File: src/rtl/mmss_countdown_timer.sv
// BCD MM:SS countdown core: keypad digit entry, run/pause/clear control and a one-cycle done pulse.
// Optional +1 minute strobe (add_min port) is built only when MMSS_ADD_MINUTE_EN is defined.
module mmss_countdown_timer #(
  parameter int unsigned MIN_DIGITS = 1,
  parameter int unsigned TICK_DIV   = 4
) (
  input  logic                    clock,
  input  logic                    clear,
  input  logic [3:0]              digit_in,
  input  logic                    digit_valid,
  input  logic                    start,
  input  logic                    stop,
`ifdef MMSS_ADD_MINUTE_EN
  input  logic                    add_min,
`endif
  output logic [3:0]              sec_ones,
  output logic [3:0]              sec_tens,
  output logic [4*MIN_DIGITS-1:0] mins,
  output logic                    running,
  output logic                    paused,
  output logic                    zero,
  output logic                    done
);

  localparam int unsigned NumDigits = MIN_DIGITS + 2;
  localparam int unsigned TimeW     = 4 * NumDigits;
  localparam int unsigned PrescW    = $clog2(TICK_DIV);

  localparam logic [PrescW-1:0] PrescMax  = PrescW'(TICK_DIV - 1);
  localparam logic [TimeW-1:0]  OneMinute = TimeW'(1) << 8;

  typedef enum logic [1:0] {StIdle, StRun, StPause, StDone} state_e;

  state_e             state_q, state_d;
  logic [TimeW-1:0]   time_q, time_d;
  logic [PrescW-1:0]  presc_q, presc_d;
  logic               done_q, done_d;
  logic               add_req;
  logic               tick;
  logic [TimeW-1:0]   run_time;

`ifdef MMSS_ADD_MINUTE_EN
  assign add_req = add_min;
`else
  assign add_req = 1'b0;
`endif

  // Digit 1 (seconds tens) borrows to 5; every other digit borrows to 9.
  function automatic logic [TimeW-1:0] dec_time(input logic [TimeW-1:0] t);
    logic       borrow;
    logic [3:0] dg;
    dec_time = t;
    borrow   = 1'b1;
    for (int i = 0; i < int'(NumDigits); i++) begin
      dg = t[4*i +: 4];
      if (borrow) begin
        if (dg == 4'd0) begin
          dg = (i == 1) ? 4'd5 : 4'd9;
        end else begin
          dg     = dg - 4'd1;
          borrow = 1'b0;
        end
      end
      dec_time[4*i +: 4] = dg;
    end
  endfunction

  // +1 minute in BCD; saturates when every minute digit is already 9.
  function automatic logic [TimeW-1:0] add_minute(input logic [TimeW-1:0] t);
    logic       sat;
    logic       carry;
    logic [3:0] dg;
    add_minute = t;
    sat        = 1'b1;
    for (int i = 2; i < int'(NumDigits); i++) begin
      if (t[4*i +: 4] != 4'd9) sat = 1'b0;
    end
    if (!sat) begin
      carry = 1'b1;
      for (int i = 2; i < int'(NumDigits); i++) begin
        dg = t[4*i +: 4];
        if (carry) begin
          if (dg == 4'd9) begin
            dg = 4'd0;
          end else begin
            dg    = dg + 4'd1;
            carry = 1'b0;
          end
        end
        add_minute[4*i +: 4] = dg;
      end
    end
  endfunction

  assign zero = (time_q == '0);
  assign tick = (presc_q == PrescMax);

  always_comb begin
    state_d  = state_q;
    time_d   = time_q;
    presc_d  = presc_q;
    done_d   = 1'b0;
    run_time = time_q;
    unique case (state_q)
      StIdle: begin
        if (stop) begin
          time_d = '0;
        end else if (start) begin
          if (!zero) begin
            state_d = StRun;
            presc_d = '0;
          end
        end else if (add_req) begin
          if (zero) begin
            time_d  = OneMinute;
            state_d = StRun;
            presc_d = '0;
          end else begin
            time_d = add_minute(time_q);
          end
        end else if (digit_valid && (digit_in <= 4'd9)) begin
          time_d = {time_q[TimeW-5:0], digit_in};
        end
      end
      StRun: begin
        if (stop) begin
          state_d = StPause;
        end else begin
          if (tick) begin
            presc_d  = '0;
            run_time = dec_time(time_q);
          end else begin
            presc_d  = presc_q + PrescW'(1);
          end
          // A concurrent start is ignored but still masks the lower-priority add.
          if (add_req && !start) run_time = add_minute(run_time);
          time_d = run_time;
          if (tick && (run_time == '0)) begin
            state_d = StDone;
            done_d  = 1'b1;
          end
        end
      end
      StPause: begin
        if (stop) begin
          state_d = StIdle;
          time_d  = '0;
        end else if (start) begin
          state_d = StRun;
        end else if (add_req) begin
          time_d = add_minute(time_q);
        end
      end
      StDone: begin
        if (stop) begin
          state_d = StIdle;
        end else if (start) begin
          state_d = StDone;
        end else if (add_req) begin
          time_d  = OneMinute;
          state_d = StRun;
          presc_d = '0;
        end else if (digit_valid && (digit_in <= 4'd9)) begin
          state_d = StIdle;
          time_d  = TimeW'(digit_in);
        end
      end
      default: state_d = StIdle;
    endcase
  end

  always_ff @(posedge clock or negedge clear) begin
    if (!clear) begin
      state_q <= StIdle;
      time_q  <= '0;
      presc_q <= '0;
      done_q  <= 1'b0;
    end else begin
      state_q <= state_d;
      time_q  <= time_d;
      presc_q <= presc_d;
      done_q  <= done_d;
    end
  end

  assign sec_ones = time_q[3:0];
  assign sec_tens = time_q[7:4];
  assign mins     = time_q[TimeW-1:8];
  assign running  = (state_q == StRun);
  assign paused   = (state_q == StPause);
  assign done     = done_q;

endmodule

File: config.mk
export PLATFORM = sky130hd
export DESIGN_NAME = mmss_countdown_timer
export DESIGN_NICKNAME = d
export VERILOG_FILES = /design/src/rtl/mmss_countdown_timer.sv
export SDC_FILE = /design/constraint.sdc
export NUM_CORES = 1
export LEC_CHECK = 0
export ABC_AREA = 1
export CELL_PAD_IN_SITES_DETAIL_PLACEMENT = 1
export CELL_PAD_IN_SITES_GLOBAL_PLACEMENT = 1
export CORE_MARGIN = 2
export CORE_UTILIZATION = 36
export DETAILED_ROUTE_END_ITERATION = 7
export HOLD_SLACK_MARGIN = 0.02
export PLACE_DENSITY = 0.83
export SLEW_MARGIN = 20
export SYNTH_ARGS = -nofsm -noshare
export SYNTH_HDL_FRONTEND = slang
export SYNTH_SLANG_ARGS = --single-unit
File: constraint.sdc
create_clock -name clock -period 2.12 [get_ports clock]
set_clock_uncertainty 0.15 [all_clocks]
set_input_delay 0.424 -clock clock [delete_from_list [all_inputs] [get_ports clock]]
set_output_delay 0.424 -clock clock [all_outputs]
set_load 0.005 [all_outputs]
==> flow_metrics.py <==
metrics = {
    "place": {
        "preCtsSetupSlack_ns": -0.0856,
        "numPortBuffers": 24,
        "dp_hpwl_mm": 3.48,
        "gp_congestion": 0.977,
        "placed_cell_area_sq_um": 1770,
    },
    "floorplanning": {
        "die_w_microns": 63.4,
        "dieHeight_microns": 63.4,
        "io_pins": 25,
        "start_util_pct": 37.8,
        "rows": 21,
        "core_area_sq_um": 3360,
        "dieArea_sq_um": 4020,
    },
    "cts": {
        "clk-insertion-delay-late_ns": 0.30,
        "htreeDepth": 1,
        "root_buffer": "clkbuf_4",
        "cts_tree": "built",
        "cts.path.max_buffers": 2,
        "clk_pin_slew_ns": 0.11,
        "clock_sinks": 17,
        "cts_inserted_buffers": 3,
        "hold_buffers": 0,
    },
    "cells_and_area": {
        "post-route-cell-area_sq_um": 1880,
        "layout-drive-gt1-share_pct": 26.6,
        "areaGrowthSynthToFinish_pct": 48.2,
        "diodes": 0,
        "final_nets": 255,
    },
    "sta": {
        "drv_slew": 0,
        "fin_ws_ns": 0.0203,
        "setup_tns_ns": 0,
        "post-route-period-util_pct": 99.0,
        "tightest_slew_ns": 0.356,
        "setup_viol": 0,
        "finalHoldViolCount": 0,
        "max_freq_ghz": 0.476,
        "period_minus_slack_ns": 2.10,
        "slew_headroom_pct": 75.6,
    },
    "setup_path": {
        "end_kind": "primary output",
        "worstPathCellList": "inv_1 > nor2_2 > clkdlybuf4s50_1",
        "start_kind": "register",
        "max_stage_delay_ns": 0.53,
        "arrival_ns": 1.53,
        "path_max_fanout": 4,
        "path_delay_family": "buffers and inverters",
        "critical_path_buf_inv_count": 2,
        "crit_slowest_cell": "clkdlybuf4s50_1",
        "path_class": "reg2out",
        "cp_data_required_time_ns": 1.55,
    },
    "pwr": {
        "ir_drop_v": 0.000770,
        "pwr_density_cell_nw_per_um2": 1380,
        "power.leakage_nw": 0.878,
        "pwr-share-comb_pct": 71.6,
        "power_switching_mw": 1.27,
        "intPower_mw": 1.33,
        "clockPowerShare_pct": 7.3,
        "seq_power_share_pct": 21.2,
        "switching_share_pct": 48.8,
    },
    "route": {
        "drc_errors": 0,
        "dr.pass1.iters": 4,
        "viasPerCell": 5.30,
        "vias": 1536,
        "first_iter_violations": 61,
        "wl_mm": 4.73,
        "drtAntennaViolNets": 0,
        "wire_per_inst_microns": 16.3,
    },
    "synth": {
        "syn_inst": 184,
        "ys_seq_area_share_pct": 33.5,
        "synth_fp_nets": 194,
        "synth_seq_cells": 17,
        "syn-mean-instance-area_sq_um": 6.90,
        "netlist-cell-type-count": 32,
        "ys.warnings.count": 0,
        "synth_top_cell_by_area": "dfrtp_1",
        "syn_area_sq_um": 1270,
        "ys_top_cells_by_area": "dfrtp_1 (33%), nand2_1 (13%), inv_1 (6.2%)",
        "yosys.area.top_type_share_pct": 33.5,
    },
    "global_route": {
        "antenna_found_initial": 0,
        "grt_max_degree": 18,
        "track_usage_pct": 23.4,
        "grt_overflow": 0,
        "grt_pass1_vias": 1629,
        "grt_pass1_wl_mm": 7.52,
    },
    "hold_path": {
        "hp-class": "in2async",
    },
    "outcome": {
        "outcome": "complete, no violations",
    },
    "flow_run": {
        "cap_violations": 0,
    },
}
[metal layers]
layer	GRT usage [%]	part of all wire (%)	wire, microns
met4	9.51	2.6	122
met3	3.39	4.3	203
met5	0	0	0
met2	40.9	49	2340
met1	28.8	44	2070
[through the flow]
step / hold WS (ns) / utilization (%) / cells / power [mW]
6_report: 0.293 / 56.0 / 290 / 2.60
3_3_place_gp: 0.367 / 52.5 / 281 / 2.16
2_1_floorplan: -0.0216 / - / 184 / 1.48
4_1_cts: 0.291 / 54.1 / 287 / 2.50
5_1_grt: 0.302 / 56.0 / 290 / 2.80
3_5_place_dp: 0.373 / 52.5 / 281 / 2.25
[cells in the final DEF, fill, tap and decap left out]
cell	Yosys	routed
a2111oi_0	1	1
a21boi_0	1	1
a21oi_1	9	9
a22oi_1	5	5
a22oi_2	1	1
a31oi_1	1	1
a32o_1	1	1
buf_4	1	36
clkbuf_1	0	1
clkbuf_4	0	3
clkdlybuf4s50_1	0	23
dfrtp_1	17	15
dfrtp_2	0	2
dlygate4sd2_1	0	1
ha_4	0	1
inv_1	21	21
inv_2	2	2
nand2_1	45	44
nand2_2	6	7
nand2_4	1	1
nand3_1	11	11
nand3_2	1	1
nand3b_1	1	1
nand4_1	5	5
nor2_1	18	14
nor2_2	4	4
nor2_4	2	6
nor3_1	3	3
nor3_4	0	1
nor3b_1	1	1
o21ai_0	4	4
o21ai_1	12	12
o22ai_1	2	2
or2_1	2	2
xor2_1	1	1
[power groups by stage]
stage	sequential, mW	clock (mW)	combinational, mW
6_report	0.550	0.189	1.86
3_5_place_dp	0.551	0	1.70
4_1_cts	0.540	0.191	1.77
3_3_place_gp	0.536	0	1.63
2_1_floorplan	0.591	0	0.885
5_1_grt	0.566	0.200	2.03
[cell usage after synthesis]
| master | number |
|---|---|
| a21boi_0 | 1 |
| nor3_1 | 3 |
| buf_6 | 2 |
| nand2_2 | 6 |
| nand2_1 | 45 |
| nor3b_1 | 1 |
| o21ai_0 | 4 |
| nand2_4 | 1 |
| a31oi_1 | 1 |
| nor2_4 | 2 |
| nor3_2 | 1 |
| a22oi_1 | 5 |
| a22oi_2 | 1 |
| xor2_1 | 1 |
| nor2_2 | 4 |
| nand3_2 | 1 |
| o21ai_1 | 12 |
| nand3_1 | 11 |
| nand4_1 | 5 |
| buf_2 | 1 |
| or2_1 | 2 |
| a32o_1 | 1 |
| nor2_1 | 18 |
| a21oi_1 | 9 |
| o22ai_1 | 2 |
| inv_2 | 2 |
| inv_1 | 21 |
| ha_1 | 1 |
| buf_4 | 1 |
| dfrtp_1 | 17 |
| a2111oi_0 | 1 |
| nand3b_1 | 1 |
[kinds of logic after synthesis]
family | Yosys count | synth area share (%)
xor gates and xnor gates | 1 | 0.690
DFF | 17 | 33.5
adders and majority gates | 1 | 0.985
buffers and inverters | 27 | 9.56
AOI/OAI and AO/OA | 37 | 17.3
and+or+nand+nor | 101 | 37.9
[state kept, by name, indices dropped and copies added, names as in the netlist]
| signal | cells |
|---|---|
| time_q | 12 |
| presc_q | 2 |
| state_q | 2 |
| done | 1 |
[what timing repair did]
action / CTS / global route
endpoints found under the hold margin: 0 / 0
buffers inserted: 2 / 3
setup endpoints to repair: 3 / 5
gates resized for setup: 5 / 10
pin swaps: 1 / 2
[worst paths after layout]
path	start	to	slack, ns	depth (start not counted)
max	state_q[0]	running	0.02	3
min	clear	presc_q[1]	0.29	2
max reg2reg	presc_q[1]	state_q[0]	0.13	12
min reg2reg	presc_q[1]	presc_q[1]	0.44	2
max in group asynchronous	clear	state_q[0]	1.31	2
min in group clock	presc_q[1]	presc_q[1]	0.44	2
[layout make-up]
| type | count | area (sq um) |
|---|---|---|
| multi-input cells | 140 | 774 |
| well taps | 46 | 57.6 |
| clock buffers | 4 | 26.3 |
| inverters | 23 | 86.3 |
| repair buffers | 60 | 509 |
| fillers | 469 | 1480 |
| flip-flops and latches | 17 | 428 |
Power figures use the tool's default switching activity.
